==> config.mk <==
export PLATFORM = sky130hd
export DESIGN_NAME = isdft_sum
export DESIGN_NICKNAME = d
export VERILOG_FILES = /design/src/rtl/sdft_pkg.sv /design/src/rtl/sat_sdft.sv /design/src/rtl/isdft_sum.sv
export SDC_FILE = /design/constraint.sdc
export NUM_CORES = 1
export LEC_CHECK = 0
export ABC_AREA = 1
export CAP_MARGIN = 20
export CORE_UTILIZATION = 37
export CTS_BUF_LIST = sky130_fd_sc_hd__clkbuf_16
export CTS_CLUSTER_SIZE = 28
export DETAILED_ROUTE_END_ITERATION = 6
export GPL_TIMING_DRIVEN = 0
export PLACE_DENSITY = 0.56
export SYNTH_ARGS = -nofsm -noshare
export SYNTH_HDL_FRONTEND = slang
export SYNTH_SLANG_ARGS = --single-unit
==> constraint.sdc <==
create_clock -name clk_i -period 2.3 [get_ports clk_i]
set_input_delay 0.69 -clock clk_i [delete_from_list [all_inputs] [get_ports clk_i]]
set_output_delay 0.69 -clock clk_i [all_outputs]
set_load 0.005 [all_outputs]
==> src/rtl/sdft_pkg.sv <==
// Shared types and elaboration-time helpers for the sliding-DFT block family.
package sdft_pkg;

    typedef enum logic {
        IDLE  = 1'b0,
        ACCUM = 1'b1
    } state_t;

    // Signed accumulator width for summing one block of IDW-bit bins:
    // log2(N) growth for N terms plus 1 for the x2 half-spectrum weight plus 1 spare.
    function automatic int unsigned acc_width(input int unsigned idw, input int unsigned n);
        return idw + $clog2(n) + 2;
    endfunction

    // Index of the final bin of a block.
    function automatic int unsigned last_bin(input int unsigned n, input bit half);
        return half ? (n / 2) - 1 : n - 1;
    endfunction

endpackage

==> src/rtl/sat_sdft.sv <==
// Signed clip of an IW-bit value to OW bits, flagging when clipping occurred.
module sat_sdft #(
    parameter int IW = 18,
    parameter int OW = 16
) (
    input  logic [IW-1:0] data_i,
    output logic [OW-1:0] data_o,
    output logic          sat_o
);

    generate
        if (IW > OW) begin : g_clip
            logic [IW-OW:0] top_bits;
            assign top_bits = data_i[IW-1:OW-1];

            // Value fits only when all bits above the output sign bit match it.
            always_comb begin
                data_o = data_i[OW-1:0];
                sat_o  = 1'b0;
                if (!((&top_bits) || !(|top_bits))) begin
                    sat_o  = 1'b1;
                    data_o = data_i[IW-1] ? {1'b1, {(OW-1){1'b0}}}
                                          : {1'b0, {(OW-1){1'b1}}};
                end
            end
        end else begin : g_ext
            assign data_o = OW'($signed(data_i));
            assign sat_o  = 1'b0;
        end
    endgenerate

endmodule

==> src/rtl/isdft_sum.sv <==
// Inverse SDFT reconstruction: sums the real parts of one frequency block,
// scales by 1/N with round-half-up, clips to DW and emits one sample per block.
module isdft_sum
    import sdft_pkg::*;
#(
    parameter int N        = 4096,
    parameter int IDW      = 32,
    parameter int IMAG_EN  = 1,
    parameter int IW       = IMAG_EN ? IDW * 2 : IDW,
    parameter     SPECTRUM = "full",
    parameter int DW       = 16
) (
    input  logic          clk_i,
    input  logic          rst_n_i,
    input  logic [IW-1:0] data_i,
    input  logic          sob_i,
    input  logic          eob_i,
    input  logic          valid_i,
    output logic [DW-1:0] data_o,
    output logic          valid_o,
    output logic          frame_err_o,
    output logic          sat_alarm_o
);

    localparam int LOG2N = $clog2(N);
    localparam bit HALF  = (SPECTRUM == "half");
    localparam int ACC_W = acc_width(IDW, N);
    localparam int CNT_W = LOG2N + 1;
    localparam int RED_W = ACC_W - LOG2N;
    localparam logic [CNT_W-1:0] LAST = CNT_W'(last_bin(N, HALF));
    localparam logic signed [ACC_W-1:0] ROUND = ACC_W'(2 ** (LOG2N - 1));

    state_t state_q, state_d;
    logic [CNT_W-1:0] cnt_q, cnt_d;
    logic take, first, done, ferr;

    logic signed [ACC_W-1:0] real_ext, term_d, term_q, acc_q, sum_rnd;
    logic term_vld_q, term_first_q, term_done_q, acc_done_q;
    logic [RED_W-1:0] red;
    logic [DW-1:0]    sat_data;
    logic             sat_flag;

    generate
        if (IW > IDW) begin : g_imag
            logic unused_imag;
            assign unused_imag = ^data_i[IW-1:IDW];
        end
    endgenerate

    assign real_ext = {{(ACC_W-IDW){data_i[IDW-1]}}, data_i[IDW-1:0]};

    // Framing state register.
    always_ff @(posedge clk_i or negedge rst_n_i) begin
        if (!rst_n_i) begin
            state_q <= IDLE;
            cnt_q   <= '0;
        end else begin
            state_q <= state_d;
            cnt_q   <= cnt_d;
        end
    end

    // Framing decisions on the incoming beat: accept, restart, complete or reject.
    always_comb begin
        state_d = state_q;
        cnt_d   = cnt_q;
        take    = 1'b0;
        first   = 1'b0;
        done    = 1'b0;
        ferr    = 1'b0;
        if (valid_i) begin
            if (sob_i) begin
                // sob always starts a fresh block; in ACCUM the partial sum is abandoned.
                ferr    = (state_q == ACCUM);
                take    = 1'b1;
                first   = 1'b1;
                cnt_d   = CNT_W'(1);
                state_d = ACCUM;
                if (eob_i) begin
                    ferr    = 1'b1;
                    cnt_d   = '0;
                    state_d = IDLE;
                end
            end else if (state_q == ACCUM) begin
                take = 1'b1;
                if (eob_i || cnt_q == LAST) begin
                    state_d = IDLE;
                    cnt_d   = '0;
                    if (eob_i && cnt_q == LAST) begin
                        done = 1'b1;
                    end else begin
                        ferr = 1'b1;
                    end
                end else begin
                    cnt_d = cnt_q + 1'b1;
                end
            end else begin
                ferr = 1'b1;
            end
        end
    end

    // Bin weighting: half spectrum counts every non-DC bin twice.
    always_comb begin
        term_d = real_ext;
        if (HALF && !first) begin
            term_d = real_ext <<< 1;
        end
    end

    // Stage 1: register the weighted term with its framing tags.
    always_ff @(posedge clk_i or negedge rst_n_i) begin
        if (!rst_n_i) begin
            term_q       <= '0;
            term_vld_q   <= 1'b0;
            term_first_q <= 1'b0;
            term_done_q  <= 1'b0;
            frame_err_o  <= 1'b0;
        end else begin
            term_vld_q   <= take;
            term_first_q <= first;
            term_done_q  <= done;
            frame_err_o  <= ferr;
            if (take) begin
                term_q <= term_d;
            end
        end
    end

    // Stage 2: accumulate; the first term of a block overwrites instead of adding.
    always_ff @(posedge clk_i or negedge rst_n_i) begin
        if (!rst_n_i) begin
            acc_q      <= '0;
            acc_done_q <= 1'b0;
        end else begin
            acc_done_q <= term_vld_q & term_done_q;
            if (term_vld_q) begin
                acc_q <= term_first_q ? term_q : acc_q + term_q;
            end
        end
    end

    // Round half up, then divide by N by dropping the low LOG2N bits.
    assign sum_rnd = acc_q + ROUND;
    assign red     = sum_rnd[ACC_W-1:LOG2N];

    logic unused_frac;
    assign unused_frac = ^sum_rnd[LOG2N-1:0];

    sat_sdft #(
        .IW (RED_W),
        .OW (DW)
    ) u_sat (
        .data_i (red),
        .data_o (sat_data),
        .sat_o  (sat_flag)
    );

    // Stage 3: register the clipped sample for completed blocks only.
    always_ff @(posedge clk_i or negedge rst_n_i) begin
        if (!rst_n_i) begin
            data_o      <= '0;
            valid_o     <= 1'b0;
            sat_alarm_o <= 1'b0;
        end else begin
            valid_o     <= acc_done_q;
            sat_alarm_o <= acc_done_q & sat_flag;
            if (acc_done_q) begin
                data_o <= sat_data;
            end
        end
    end

endmodule

# ---- Word-level counts from Yosys, hierarchy flattened
# Cells that the tools add are included.
dict set report op_classes {
  n_eq_ne 1
  n_bitwise 2
  mux 28
  reduce_logical 8
  add_sub_neg 3
}
# op count
set op_table {}
lappend op_table {{$add 46x13->46 const B} 1}
lappend op_table {{$add 46x32->46} 1}
lappend op_table {{$mux 46} 1}
lappend op_table {{$mux 13} 3}
lappend op_table {{$mux 16} 2}
lappend op_table {{$mux 1} 22}
lappend op_table {{$reduce_and 19->1} 1}
lappend op_table {{$reduce_or 19->1} 1}
lappend op_table {{$add 13x1->13 const B} 1}
lappend op_table {{$eq 13x12->1 const B} 1}
lappend op_table {{$and 1x1->1} 2}
lappend op_table {{$logic_or 1x1->1} 2}
lappend op_table {{$reduce_and 2->1} 1}
lappend op_table {{$reduce_bool 2->1} 1}
lappend op_table {{$logic_and 1x1->1} 1}
lappend op_table {{$logic_not 1->1} 1}
dict set report totals {
  elab_cells 54
  register_bits 115
  output_inout_bits 19
  inputBits 69
}

# ---- Depth between registers and ports, before layout
dict set report depth {
  word_depth 7
  depth_mapped 17
  mapped_depth_nobuf 17
}

# ---- Cells and area by module
# Synthesis repeated with hierarchy kept, for this count alone.
dict set report hier_totals {
  hier_cells 1532
  hier_area_um2 9651.8
}
# module cells_per_inst n_inst seq_area_each_um2 area_each_um2
set modules_own_cells {}
lappend modules_own_cells {isdft_sum 1466 1 2877.8 9330.2}
lappend modules_own_cells {sat_sdft 66 1 0.0 321.6}

# ---- Least setup slack after synthesis
# Ideal clock, no wire load.
dict set report synth_timing {
  kind {reg2reg}
  from {reg cnt_q[0]}
  to {reg cnt_q[7]}
  required_time_ns 2.180
  arrival_time_ns 2.262
  path_stages_with_launch 18
  period_less_slack_ns 2.381
  path_buffers 0
  slack_ns -0.081
  setup_ns 0.120
  cell_sequence {dfrtp_1 ha_1 nand2_1 nor2_1 nand2_1 nor2_1 nand2_1 nor2_1 nand4_1 nor2_1 inv_1 ha_1 nand2_1 clkinv_1 a21oi_1 o21ai_0 o21ai_0 inv_1}
}
dict set report synth_via {
  elab_chain_cells 5
  elab_cells_between_ends 6
  classes_between {add/sub (1); eq/ne (1); mux (3); reduce/logical (1)}
}
# element line_no
set synth_rtl {}
lappend synth_rtl {{start, declared} isdft_sum.sv:34} ;# logic [CNT_W-1:0] cnt_q, cnt_d;
lappend synth_rtl {{start signal, assigned} isdft_sum.sv:59} ;# cnt_q <= cnt_d;
lappend synth_rtl {{parallel branches: the longest is 2 deep, another holds $add 13x1->13} n/a}
lappend synth_rtl {{$mux 13 *} isdft_sum.sv:86} ;# if (eob_i || cnt_q == LAST) begin
lappend synth_rtl {{$mux 13 *} isdft_sum.sv:84} ;# end else if (state_q == ACCUM) begin
lappend synth_rtl {{$mux 13 *} isdft_sum.sv:72} ;# if (sob_i) begin
# Mark *: on every way between the ends. The select of a mux whose other input is x is not followed.
# A chain may end at the register's enable or synchronous reset.

# ---- Final worst setup path
dict set report layout_timing {
  from {reg acc_q[12]}
  to {reg data_o[13]}
}
dict set report layout_via {
  elab_chain_cells 5
  elab_cells_between_ends 7
  classes_between {add/sub (1); mux (2); reduce/logical (4)}
}
# element line_no
set layout_rtl {}
lappend layout_rtl {{start, declared} isdft_sum.sv:37} ;# logic signed [ACC_W-1:0] real_ext, term_d, term_q, acc_q, sum_rnd;
lappend layout_rtl {{start signal, assigned} isdft_sum.sv:138} ;# acc_q <= term_first_q ? term_q : acc_q + term_q;
lappend layout_rtl {{$add 46x13->46 *} isdft_sum.sv:144} ;# assign sum_rnd = acc_q + ROUND;
lappend layout_rtl {{$reduce_or 19->1} sat_sdft.sv:20} ;# if (!((&top_bits) || !(|top_bits))) begin
lappend layout_rtl {{$logic_not 1->1} sat_sdft.sv:20}
lappend layout_rtl {{$logic_or 1x1->1} sat_sdft.sv:20}
lappend layout_rtl {{$mux 16 *} sat_sdft.sv:20}
lappend layout_rtl {{end signal, assigned} isdft_sum.sv:169} ;# data_o <= sat_data;
lappend layout_rtl {{end, declared} isdft_sum.sv:19} ;# output logic [DW-1:0] data_o,
# Mark *: on every way between the ends. The rest lies on a longest branch, timed or not.

==> results.toml <==
[cts]
cts_tree = "yes"
numCtsBuffers = 17
clkLatencyLatePin_ns = 0.43
cts_buffer_depth = 2
clockRootBuffer = "clkbuf_16"
hold_buffers = 0
cts_sinks = 115
clk_pin_slew_ns = 0.07
cts_max_level = 4

[logic_synthesis]
syn-num-nets = 1471
synth_seq_cells = 115
syn_inst = 1352
syn_area_per_cell_um2 = 6.63
ys_warn_count = 0
synth_area_um2 = 8970
synthDistinctLibCells = 42
ys_seq_area_share_pct = 32.1

[sta]
final.setup_skew_ns = 0.0141
fin_crit_ns = 2.39
max-slew-margin-rel_pct = 44.5
finalCritPeriodShare_pct = 104
hold_violations = 0
setup_slack_ns = -0.0943
max_freq_mhz = 418
setup_viol = 17
drv_slew = 0
tightest_slew_ns = 0.832
rsz0062_at_grt = "yes"

[setup_path]
crit_end = "data_o[13]"
r2r_slack_ns = -0.09
cp-start-kind = "flip-flop"
path_max_fanout = 7
r2r_cells = 15
worstPathRequired_ns = 2.61
setup.worst_path.end_class = "flip-flop"
worstReg2RegStart = "acc_q[12]"
rr_endpoint = "data_o[13]"
crit_arrival_ns = 2.71
critPathLaunch = "acc_q[12]"
path_class = "flip-flop to flip-flop"

[final_layout]
area_growth_pct = 33.8
n_fill_cell = 2422
diodes = 0
drive_gt1_share_pct = 23.4
final_util_pct = 50.8
fin_nets = 1599

[detailed_routing]
drt-initial-drc-count = 449
num_vias = 9198
drtPass1Iterations = 4
post-route-drc-count = 0
wl_per_cell_um = 16.4
drt-total-wl_um = 29700
antenna_left = 0
viasPerCell = 5.08

[grt]
grtUsageTotal_pct = 24.8
grt_max_degree = 78
grt_pass1_vias = 9016
gr-total-overflow = 0
antenna_found_initial = 0
grt_pass1_wl_um = 47000

[status]
violations = "setup timing"
outcome = "finished with violations"

[hold_path]
hold_path_class = "input port to async pin"

[die]
dieArea_um2 = 24900
chipHeight_um = 158
ios = 88
core_um2 = 23600
die_w_um = 158
start_util_pct = 38.0
rows = 56

[placement]
portBuffers = 55
post-dp-hpwl_um = 23200
gp_congestion = 0.927
pre_cts_slack_ns = -0.576

[pwr]
p_per_area_nw_per_um2 = 1190
power.leakage_uw = 0.00525
vdd_drop_max_mv = 0.559

[job]
max-cap-violations = 0
## logic make-up (layout without fill, tap and decap cells)
group / Yosys count / count (layout) / share of synthesized area (%)
buffers and inverters: 176 / 317 / 7.63
DFF: 115 / 115 / 32.1
and+or+nand+nor: 697 / 697 / 32.7
xor gates and xnor gates: 41 / 41 / 4.01
AOI/OAI and AO/OA: 273 / 273 / 16.5
adders and majority gates: 50 / 50 / 7.06
## critical path: stages (launching register included)
cell and delay, ns:
dfrtp_2 0.44, ha_4 0.16, inv_2 0.05, nor2_4 0.18, nand2_4 0.10, nor2_4 0.23
nand2_1 0.08, nand2_1 0.07, nand2_2 0.06, nor2_1 0.09, nand2_1 0.09, nor2_4 0.13
nand3_4 0.10, a21oi_4 0.25, clkbuf_16 0.20, a21oi_2 0.05
## cells in the final DEF (no fill, tap or decap), types with 4 or more instances in the layout
cell type,count
nand3_1,51
nand3b_1,13
ha_4,24
inv_6,6
nor2_1,139
nor2_4,20
ha_1,13
buf_6,5
clkbuf_2,6
ha_2,12
nand4_1,8
a21oi_4,5
xnor2_1,8
buf_4,47
dfrtp_1,98
a21o_1,5
clkdlybuf4s50_1,54
clkbuf_1,19
nand2_1,344
nor3_2,9
clkbuf_16,19
nor2_2,33
o21a_1,6
xor2_1,31
inv_1,138
o21ai_1,20
nor3_1,11
o21ai_0,82
nand2_4,9
nand3_2,7
inv_2,6
a21oi_2,45
dfrtp_2,16
o21ai_2,8
nand2_2,48
a21oi_1,85
o22ai_1,4
## per-stage QoR
step	cell area [um^2]	power, uW	instances	TNS, ns	hold WS (ns)
after floorplan	8970	7750	1352	0	0.352
after global placement	9920	9580	1726	-500.55	0.359
after detailed placement	9950	9620	1727	-28.25	0.357
after CTS	11000	12900	1789	-1.28	0.171
after global routing	12000	15400	1812	-4.94	0.181
final	12000	14300	1812	-1.12	0.161
## worst min-delay path by stage
stage	start	endpoint	slack, ns	cells past startpoint
after floorplan	acc_done_q	valid_o	0.35	0
after global placement	acc_done_q	valid_o	0.36	0
after detailed placement	acc_done_q	valid_o	0.36	0
after CTS	rst_n_i	data_o[3]	0.17	1
after global routing	rst_n_i	data_o[5]	0.18	1
final	rst_n_i	data_o[5]	0.16	1
## routing by layer
metal  vias up  track usage (%)  routed length [um]
met5         -                0                   0
met4         0             7.95                 743
met3        50             3.18                1380
met2       211             42.1               14100
met1      4287             32.5               13500
li1       4650                -                   -
## cell usage after synthesis
| master | count | area, um^2 |
|---|---|---|
| nand2_1 | 385 | 1450 |
| nor2_1 | 180 | 676 |
| inv_1 | 143 | 537 |
| a21oi_1 | 124 | 621 |
| dfrtp_1 | 115 | 2880 |
| o21ai_0 | 109 | 546 |
| nand3_1 | 57 | 285 |
| ha_1 | 49 | 613 |
| xor2_1 | 32 | 280 |
| clkbuf_1 | 26 | 97.6 |
| nor3_1 | 20 | 100 |
| nand2_2 | 14 | 87.6 |
| nand3b_1 | 13 | 97.6 |
| a21oi_2 | 10 | 87.6 |
| xnor2_1 | 9 | 78.8 |
| nand4_1 | 8 | 50.1 |
| nor2_4 | 8 | 90.1 |
| o21a_1 | 6 | 45.0 |
| a21o_1 | 5 | 37.5 |
| nor2_2 | 4 | 25.0 |
| o22ai_1 | 4 | 25.0 |
| a21boi_0 | 3 | 22.5 |
| o211ai_1 | 3 | 22.5 |
| a31oi_1 | 2 | 12.5 |
| and2_1 | 2 | 12.5 |
| buf_1 | 2 | 7.51 |
| clkinv_1 | 2 | 7.51 |
| nand2_4 | 2 | 22.5 |
| o21bai_1 | 2 | 15.0 |
| a21oi_4 | 1 | 16.3 |
| a22oi_1 | 1 | 7.51 |
| buf_12 | 1 | 20.0 |
| buf_6 | 1 | 11.3 |
| fa_1 | 1 | 20.0 |
| inv_2 | 1 | 3.75 |
| nand3_2 | 1 | 10.0 |
| nand3_4 | 1 | 17.5 |
| nor4_1 | 1 | 6.26 |
| o21ai_1 | 1 | 5.00 |
| o221ai_1 | 1 | 8.76 |
| o311ai_0 | 1 | 8.76 |
| or2_2 | 1 | 6.26 |
## flip-flops by register name (all words and copies together), names as in the netlist
signal and count:
data_o 16, term_first_q 1, term_vld_q 1, term_done_q 1
sat_alarm_o 1, term_q 32, frame_err_o 1, acc_done_q 1
state_q 1, cnt_q 13, acc_q 46, valid_o 1
## where the power goes
group	switching [uW]	total, uW	internal, uW
Combinational	4900	8130	3240
Clock	1100	2720	1630
Sequential	871	3420	2550
Total	6870	14300	7410
## layout make-up
class,instances,area [um^2],share of cell area [%]
inverters,146,561,4.67
clock inverters,15,169,1.41
well taps,319,399,3.33
repair buffers,110,1050,8.73
clock buffers,17,425,3.54
multi-input cells,1061,6350,52.9
flip-flops and latches,115,2900,24.2
plain buffers,29,145,1.21
## what timing repair did
item                                    CTS  global route
cloned                                    0             2
setup buffers                            31            21
pin swaps                                18            64
endpoints found under the setup margin   77            90
gates resized for setup                  83           204
endpoints found under the hold margin     0             0
Note: power is estimated with default switching activity, not from simulation.
